===== src/rtl/alu_req_arbiter_pkg.sv =====
// Shared definitions for the ALU request arbiter.
//   - arb_state_t : arbiter FSM states (IDLE, EXEC, RESP)
//   - OP_*        : ALU opcode encodings
//   - IDLE_OP_DEFAULT : opcode driven to the ALU whenever no operation is
//                       executing; it must not update the flag register.
package alu_req_arbiter_pkg;

  typedef enum logic [1:0] {
    IDLE = 2'd0,
    EXEC = 2'd1,
    RESP = 2'd2
  } arb_state_t;

  localparam logic [3:0] OP_ADD    = 4'h0;
  localparam logic [3:0] OP_PADDSB = 4'h1;
  localparam logic [3:0] OP_SUB    = 4'h2;
  localparam logic [3:0] OP_XOR    = 4'h3;
  localparam logic [3:0] OP_RED    = 4'h4;
  localparam logic [3:0] OP_SLL    = 4'h5;
  localparam logic [3:0] OP_SRA    = 4'h6;
  localparam logic [3:0] OP_ROR    = 4'h7;
  localparam logic [3:0] OP_LW     = 4'h8;
  localparam logic [3:0] OP_SW     = 4'h9;
  localparam logic [3:0] OP_LLB    = 4'hA;
  localparam logic [3:0] OP_LHB    = 4'hB;
  localparam logic [3:0] OP_B      = 4'hC;
  localparam logic [3:0] OP_BR     = 4'hD;
  localparam logic [3:0] OP_PCS    = 4'hE;
  localparam logic [3:0] OP_HLT    = 4'hF;

  // Branch opcode never touches V/N/Z, so it is safe to park the ALU on it.
  localparam logic [3:0] IDLE_OP_DEFAULT = OP_B;

endpackage


===== src/rtl/alu_req_arbiter_rr_arb2.sv =====
// Two-way round-robin grant generator.
//   clk, rst  : clock, synchronous active-high reset (pointer -> requester 0)
//   req[1:0]  : request vector
//   en        : grants are only issued while en is high
//   grant[1:0]: one-hot grant, never set for a non-requesting bit
//   grant_id  : index of the requester that would be granted
// The pointer moves past the granted requester whenever a grant is issued;
// a grant is always taken in the same cycle because it is only driven to
// requesters that are already asserting valid.
module alu_req_arbiter_rr_arb2 (
  input  logic       clk,
  input  logic       rst,
  input  logic [1:0] req,
  input  logic       en,
  output logic [1:0] grant,
  output logic       grant_id
);

  logic ptr_reg;
  logic ptr_next;
  logic accept;

  // Pointer holder wins if requesting, otherwise the other requester.
  assign grant_id = req[ptr_reg] ? ptr_reg : ~ptr_reg;

  genvar gi;
  generate
    for (gi = 0; gi < 2; gi++) begin : g_grant
      assign grant[gi] = en & req[gi] & (grant_id == 1'(gi));
    end
  endgenerate

  assign accept   = |grant;
  assign ptr_next = accept ? ~grant_id : ptr_reg;

  always_ff @(posedge clk) begin
    if (rst) begin
      ptr_reg <= 1'b0;
    end else begin
      ptr_reg <= ptr_next;
    end
  end

endmodule


===== src/rtl/alu_req_arbiter.sv =====
// Shares one ALU between two requesters (0: execute-stage issue,
// 1: multi-cycle helper). One operation is in flight at a time: it is
// latched on the request handshake, presented to the ALU for exactly one
// EXEC cycle, and the registered result is offered on a valid/ready port
// tagged with the issuing requester.
//   clk, rst                  : clock, synchronous active-high reset
//   req_valid/req_ready[1:0]  : per-requester request handshake
//   req0_op/a/b, req1_op/a/b  : per-requester opcode and operands
//   alu_in1/alu_in2/alu_op    : ALU drive (alu_op = IDLE_OP outside EXEC)
//   alu_out, alu_flags        : ALU combinational result and flag register
//   res_valid/res_ready       : result handshake
//   res_data/res_id/res_flags : result, requester tag, post-update flags
module alu_req_arbiter
  import alu_req_arbiter_pkg::*;
#(
  parameter int         DATA_W  = 16,
  parameter logic [3:0] IDLE_OP = IDLE_OP_DEFAULT
) (
  input  logic              clk,
  input  logic              rst,
  input  logic [1:0]        req_valid,
  output logic [1:0]        req_ready,
  input  logic [3:0]        req0_op,
  input  logic [DATA_W-1:0] req0_a,
  input  logic [DATA_W-1:0] req0_b,
  input  logic [3:0]        req1_op,
  input  logic [DATA_W-1:0] req1_a,
  input  logic [DATA_W-1:0] req1_b,
  output logic [DATA_W-1:0] alu_in1,
  output logic [DATA_W-1:0] alu_in2,
  output logic [3:0]        alu_op,
  input  logic [DATA_W-1:0] alu_out,
  input  logic [2:0]        alu_flags,
  output logic              res_valid,
  input  logic              res_ready,
  output logic [DATA_W-1:0] res_data,
  output logic              res_id,
  output logic [2:0]        res_flags
);

  arb_state_t        state_reg;
  arb_state_t        state_next;

  logic [3:0]        op_reg;
  logic [DATA_W-1:0] a_reg;
  logic [DATA_W-1:0] b_reg;
  logic              id_reg;
  logic [DATA_W-1:0] res_data_reg;
  logic              res_id_reg;
  logic              res_valid_reg;

  logic              grant_en;
  logic              grant_id;
  logic [1:0]        grant;
  logic              accept;

  // Round-robin grant; the enable is masked by rst so no handshake can be
  // seen by a requester while the block is being reset.
  alu_req_arbiter_rr_arb2 u_rr_arb2 (
    .clk      (clk),
    .rst      (rst),
    .req      (req_valid),
    .en       (grant_en & ~rst),
    .grant    (grant),
    .grant_id (grant_id)
  );

  assign req_ready = grant;
  assign accept    = |(req_valid & req_ready);

  // State register
  always_ff @(posedge clk) begin
    if (rst) begin
      state_reg <= IDLE;
    end else begin
      state_reg <= state_next;
    end
  end

  // Next-state logic
  always_comb begin
    state_next = state_reg;
    case (state_reg)
      IDLE: begin
        if (accept) state_next = EXEC;
      end
      EXEC: begin
        state_next = RESP;
      end
      RESP: begin
        // A request accepted in the same cycle as the result goes straight
        // to EXEC, giving back-to-back ops every two cycles.
        if (res_ready) state_next = accept ? EXEC : IDLE;
      end
      default: begin
        state_next = IDLE;
      end
    endcase
  end

  // Output logic: grants are only offered when the result slot is free
  // (IDLE) or being freed this cycle (RESP with res_ready); the ALU sees
  // the real opcode in EXEC only, which keeps the flag register frozen
  // at all other times.
  always_comb begin
    grant_en = 1'b0;
    alu_op   = IDLE_OP;
    case (state_reg)
      IDLE:    grant_en = 1'b1;
      EXEC:    alu_op   = op_reg;
      RESP:    grant_en = res_ready;
      default: grant_en = 1'b0;
    endcase
  end

  // Operand capture and result register
  always_ff @(posedge clk) begin
    if (rst) begin
      op_reg        <= IDLE_OP;
      a_reg         <= '0;
      b_reg         <= '0;
      id_reg        <= 1'b0;
      res_data_reg  <= '0;
      res_id_reg    <= 1'b0;
      res_valid_reg <= 1'b0;
    end else begin
      if (accept) begin
        op_reg <= grant_id ? req1_op : req0_op;
        a_reg  <= grant_id ? req1_a  : req0_a;
        b_reg  <= grant_id ? req1_b  : req0_b;
        id_reg <= grant_id;
      end
      if (state_reg == EXEC) begin
        res_data_reg  <= alu_out;
        res_id_reg    <= id_reg;
        res_valid_reg <= 1'b1;
      end else if ((state_reg == RESP) && res_ready) begin
        res_valid_reg <= 1'b0;
      end
    end
  end

  assign alu_in1   = a_reg;
  assign alu_in2   = b_reg;
  assign res_valid = res_valid_reg;
  assign res_data  = res_data_reg;
  assign res_id    = res_id_reg;
  // Flags only move on the EXEC edge, so in RESP they already hold the
  // values produced by this result.
  assign res_flags = alu_flags;

endmodule

===== config.mk =====
export PLATFORM = sky130hd
export DESIGN_NAME = alu_req_arbiter
export DESIGN_NICKNAME = d
export VERILOG_FILES = /design/src/rtl/alu_req_arbiter_pkg.sv /design/src/rtl/alu_req_arbiter_rr_arb2.sv /design/src/rtl/alu_req_arbiter.sv
export SDC_FILE = /design/constraint.sdc
export NUM_CORES = 1
export LEC_CHECK = 0
export CAP_MARGIN = 20
export CORE_MARGIN = 2
export CORE_UTILIZATION = 41
export DETAILED_ROUTE_END_ITERATION = 7
export PLACE_DENSITY = 0.87
export SLEW_MARGIN = 0
export SYNTH_ARGS = -nofsm -noshare
export SYNTH_HDL_FRONTEND = slang
export SYNTH_SLANG_ARGS = --single-unit

===== constraint.sdc =====
create_clock -name clk -period 2.8 [get_ports clk]
set_input_delay 0.28 -clock clk [delete_from_list [all_inputs] [get_ports clk]]
set_output_delay 0.28 -clock clk [all_outputs]
set_load 0.01 [all_outputs]

Yosys cells after proc, flatten, opt, wreduce, memory -nomap -nowiden
Index checks and enable logic that the tools add are counted.
{ "totals": {"out_inout_bits": 59, "inputBits": 96, "ff_bits": 58, "word_cells": 43} }
{ "classes": {"order_cmp": 1, "mux": 14, "bitwise": 9, "reduce_logical": 6, "eq_ne": 4} }
{ "op_table": {"columns": ["op", "count"], "rows": [
  ["2-to-1 mux 16 bit", 2],
  ["2-to-1 mux 4 bit", 2],
  ["2-to-1 mux 1 bit", 6],
  ["case mux 2 bit (3 select lines)", 1],
  ["AND 1 bit", 5],
  ["2-to-1 mux 2 bit", 2],
  ["inequality test 2 bit, second input constant", 2],
  ["OR reduction 2 bit", 2],
  ["NOT 1 bit", 3],
  ["AND 2 bit", 1],
  ["== test 2 x 1 -> 1 bit, second input constant", 1],
  ["== test 2 bit, second input constant", 1],
  ["logical NOT 2 bit", 1],
  ["< comparator 1 x 2 -> 1 bit, second input constant", 1],
  ["case mux 1 bit (2 select lines)", 1],
  ["AND reduction 2 bit", 1],
  ["nonzero test 2 bit", 1],
  ["logical AND 1 bit", 1]
]} }

Depth between registers and ports, before layout
{ "depth": {"depth_word": 10, "ltp_mapped": 6, "depth_no_buf": 3} }

By module
Synthesis repeated with hierarchy kept, for this count alone.
{ "unflattened": {"hier_cells": 272, "hier_area_um2": 2636.3} }
{ "by_module_without_submodules": {"columns": ["module", "n_inst", "area_per_inst_um2", "seq_area_each_um2", "cells_per_inst"], "rows": [
  ["alu_req_arbiter", 1, 2575.0, 1141.1, 263],
  ["alu_req_arbiter_rr_arb2", 1, 61.3, 20.0, 9]
]} }

Least setup slack after synthesis
Ideal clock, no wire load.
{ "synth_path": {"kind": "flip-flop to flip-flop", "from": "register state_reg[1]", "to": "register a_reg[0] (netlist: alu_in1[0])", "path_stages_with_launch": 6, "t_arrival_ns": 1.225, "setup_slack_ns": 1.449, "n_path_buf": 2, "period_less_slack_ns": 1.351, "path_cell_list": "dfxtp_1 -> nor2b_1 -> buf_6 -> o31ai_4 -> buf_6 -> o221ai_2"} }
{ "synth_between": {"elab_chain_cells": 7, "word_cells_on_any_way": 10, "classes_between": "1 x eq/ne; 1 x mux; 6 x bitwise; 2 x reduce/logical"} }
{ "synth_lines": {"columns": ["item", "line", "rtl"], "rows": [
  ["start: declaration", "alu_req_arbiter.sv:41", "arb_state_t state_reg;"],
  ["start signal: assignment", "alu_req_arbiter.sv:76", "state_reg <= state_next;"],
  ["== test 2 bit or logical NOT 2 bit (tied branches)", "alu_req_arbiter.sv:108", "case (state_reg)"],
  ["case mux 1 bit (2 select lines) (*)", "alu_req_arbiter.sv:108", null],
  ["AND 1 bit (*)", "alu_req_arbiter.sv:63", ".en (grant_en & ~rst),"],
  ["AND 1 bit (2 in a row)", "alu_req_arbiter_rr_arb2.sv:29", "assign grant[gi] = en & req[gi] & (grant_id == 1'(gi));"],
  ["AND 2 bit (*)", "alu_req_arbiter.sv:69", "assign accept = |(req_valid & req_ready);"],
  ["OR reduction 2 bit (*)", "alu_req_arbiter.sv:69", null],
  ["end signal: assignment", "alu_req_arbiter.sv:129", "a_reg <= grant_id ? req1_a : req0_a;"],
  ["end: declaration", "alu_req_arbiter.sv:45", "logic [DATA_W-1:0] a_reg;"]
]} }
Mark *: on every way between the ends. The rest lies on a longest branch, timed or not.
A chain may end at the register's enable or synchronous reset.

Final worst setup path
{ "layout_path": {"from": "register state_reg[0]", "to": "output req_ready[0]"} }
{ "layout_between": {"elab_chain_cells": 5, "word_cells_on_any_way": 6, "classes_between": "1 x eq/ne; 1 x mux; 3 x bitwise; 1 x reduce/logical"} }
{ "layout_lines": {"columns": ["item", "line", "rtl"], "rows": [
  ["== test 2 bit or logical NOT 2 bit (tied branches)", "alu_req_arbiter.sv:108", null],
  ["case mux 1 bit (2 select lines) (*)", "alu_req_arbiter.sv:108", null],
  ["AND 1 bit (*)", "alu_req_arbiter.sv:63", null],
  ["AND 1 bit (*) (2 in a row)", "alu_req_arbiter_rr_arb2.sv:29", null],
  ["end: declaration", "alu_req_arbiter.sv:22", "output logic [1:0] req_ready,"]
]} }
Marked as above.

==> impl_metrics.tcl <==
set metrics [dict create \
    ys_seq_area_share_pct 44.2 \
    cts_root_buf "clkbuf_8" \
    synth_top_family_by_area "compound AO/OA/AOI/OAI gates" \
    hold_buffers 0 \
    setup_viol 0 \
    drcViolationCount 0 \
    start_util_pct 41.8 \
    yosysWarnings 0 \
    hp-class "reg -> reg" \
    synth_edf_count 0 \
    worstSetupEndpointType "output port" \
    critPathRequiredTime_ps 2520 \
    clkLatencyLatePin_ps 330 \
    finalNonFillerCells 532 \
    critPathBufInv 3 \
    timing.final.crit_share_pct 80.7 \
    slew-limit-headroom_pct 64.6 \
    slowest_delay_ps 520 \
    hpwl_mm 5.61 \
    p_leak_nw 1.69 \
    cp-start-kind "flop" \
    slowest_stage "clkdlybuf4s50_1" \
    critPathArrivalTime_ps 1980 \
    dieArea_um2 7060 \
    synth-compound-area-share_pct 21.8 \
    core.rowCount 29 \
    synth_common_cells "inv_1, dfxtp_1, nand4_1" \
    h-tree-depth 3 \
    via_count 2692 \
    pin_count 155 \
    via_per_inst 5.06 \
    antenna_found_initial 0 \
    status "completed" \
    cts.clk_slew.worst_paths_ps 70 \
    firstDrtPassIters 4 \
    synth.area.mux_share_pct 0 \
    grt_pass1_vias 2587 \
    io_buffer_count 148 \
    place.gp.congestion 0.806 \
    antenna_left 0 \
    n_antenna_cell 0 \
    drt_iter0_drc 75 \
    synth_ff_type "dfxtp_1" \
    critical_path.cell_chain "nor2_2, buf_4, nand3_1, inv_1, clkdlybuf4s50_1" \
    grt_overflow 0 \
    fin_worst_skew_ps 5.96 \
    synth_area_um2 2630 \
    synth_xor_area_share_pct 0 \
    routedWlPerCell_um 14.5 \
    numCtsBuffers 9 \
    grt_start_max_net_pins 38 \
    die_h_um 84.0 \
    wirelength_mm 7.71 \
    slew_violations 0 \
    ys_seq_elements 58 \
    crit_type "reg -> out" \
    grt.total_usage_pct 22.0 \
    synth.distinct_cells 26 \
    yosys-top-cells-area "dfxtp_1, inv_1, nand4_1, o221ai_1, o221ai_2" \
    fmaxAchievable_mhz 443 \
    synthAdderAreaFrac_pct 0 \
    cts_sinks 58 \
    cts_resized 0 \
    nNetsFinal 546 \
    rsz0062_at_grt "no" \
    hold_viol 0 \
    synth_area_per_cell_um2 8.44 \
    tns_ps 0 \
    drive_gt1_share_pct 9.89 \
    grt_first_pass_wirelength_mm 12.5 \
    cts_tree "yes" \
    cp_top_family "buffers and inverters" \
    powerDensity_nw_per_um2 527 \
    synthCells 311 \
    async_reset_ff_share_pct 0 \
    synth_simple_gate_area_share_pct 17.0 \
    drv_cap 0 \
    synthesis.nets 407 \
    post-cts-setup-buffers 0 \
    worst_pin_slew_ps 530 \
    cp_max_fo 17 \
    synth_top_area_share_pct 44.2 \
    synth_area_leader_cell "dfxtp_1" \
    ir_drop_mv 0.324 \
    yosysMostFrequentCell "inv_1" \
    min_period_ps 2260 \
    p_total_mw 2.29 \
    core_um2 6280 \
    cts_buffer_depth 2 \
    dpl.cell_count 516 \
    die_w_um 84.0 \
    area_delta_synth_final_pct 65.5 \
]
==> cells in the final DEF (no fill, tap or decap), drive strengths merged, types with 2 or more instances in the layout <==
master and instances:
clkdlybuf4s50 148, inv 74, dfxtp 58, nand4 36, nand2 34, o221ai 34
a21oi 20, buf 10, clkbuf 9, nor2 5, o41ai 4, nand2b 4
o2111ai 3, clkinv 3, bufinv 2, clkinvlp 2
==> final timing paths <==
path         cells past startpoint  slack, ps    startpoint            to
min reg2reg                      2        450  res_data[10]  res_data[10]
min                              2        450  res_data[10]  res_data[10]
max reg2reg                      4       1180  state_reg[0]   alu_in1[15]
max                              5        540  state_reg[0]  req_ready[0]
==> metrics by stage <==
stage          area, µm²  utilization [%]  hold WS (ps)  setup WS, ps
5_1_grt             4340             69.2           478           423
4_1_cts             4340             69.2           460           504
3_5_place_dp        4130             65.7           449           580
6_report            4340             69.2           455           541
3_3_place_gp        4130             65.7           440           610
2_1_floorplan       2630                -           416          1450
==> final cells by class <==
type                       instances  area (µm²)
inverter                          74         278
clock buffer                       9         124
clock inverter                     7        93.8
timing repair buffer             158        1560
fill                             494        1930
multi-input combinational        149        1030
sequential                        58        1160
tap                               77        96.3
==> worst min-delay path: cells and delay by family (launching register included) <==
kind	cells	cell delay (ps)
AO/OA/AOI/OAI	1	50
flip-flops	1	310
AND/OR/NAND/NOR	1	50
==> metal layers <==
layer  up-vias  global-route usage [%]  routed length (µm)
met5         -                       0                   0
met4         0                    8.21                 138
met3        14                    6.73                 626
met2       100                    35.4                3620
met1      1228                    27.6                3330
li1       1350                       -                   -
==> cell families after synthesis <==
group	Yosys count
buffers and inverters	104
AOI/OAI and AO/OA	64
and+or+nand+nor	85
DFF	58
==> power breakdown <==
| group | switching [mW] | leakage (nW) | internal (mW) |
|---|---|---|---|
| Clock | 0.343 | 0.105 | 0.499 |
| Combinational | 0.218 | 1.11 | 0.297 |
| Sequential | 0.0383 | 0.477 | 0.896 |
| Total | 0.600 | 1.69 | 1.69 |
No activity file was read; power rests on OpenSTA's default activity.
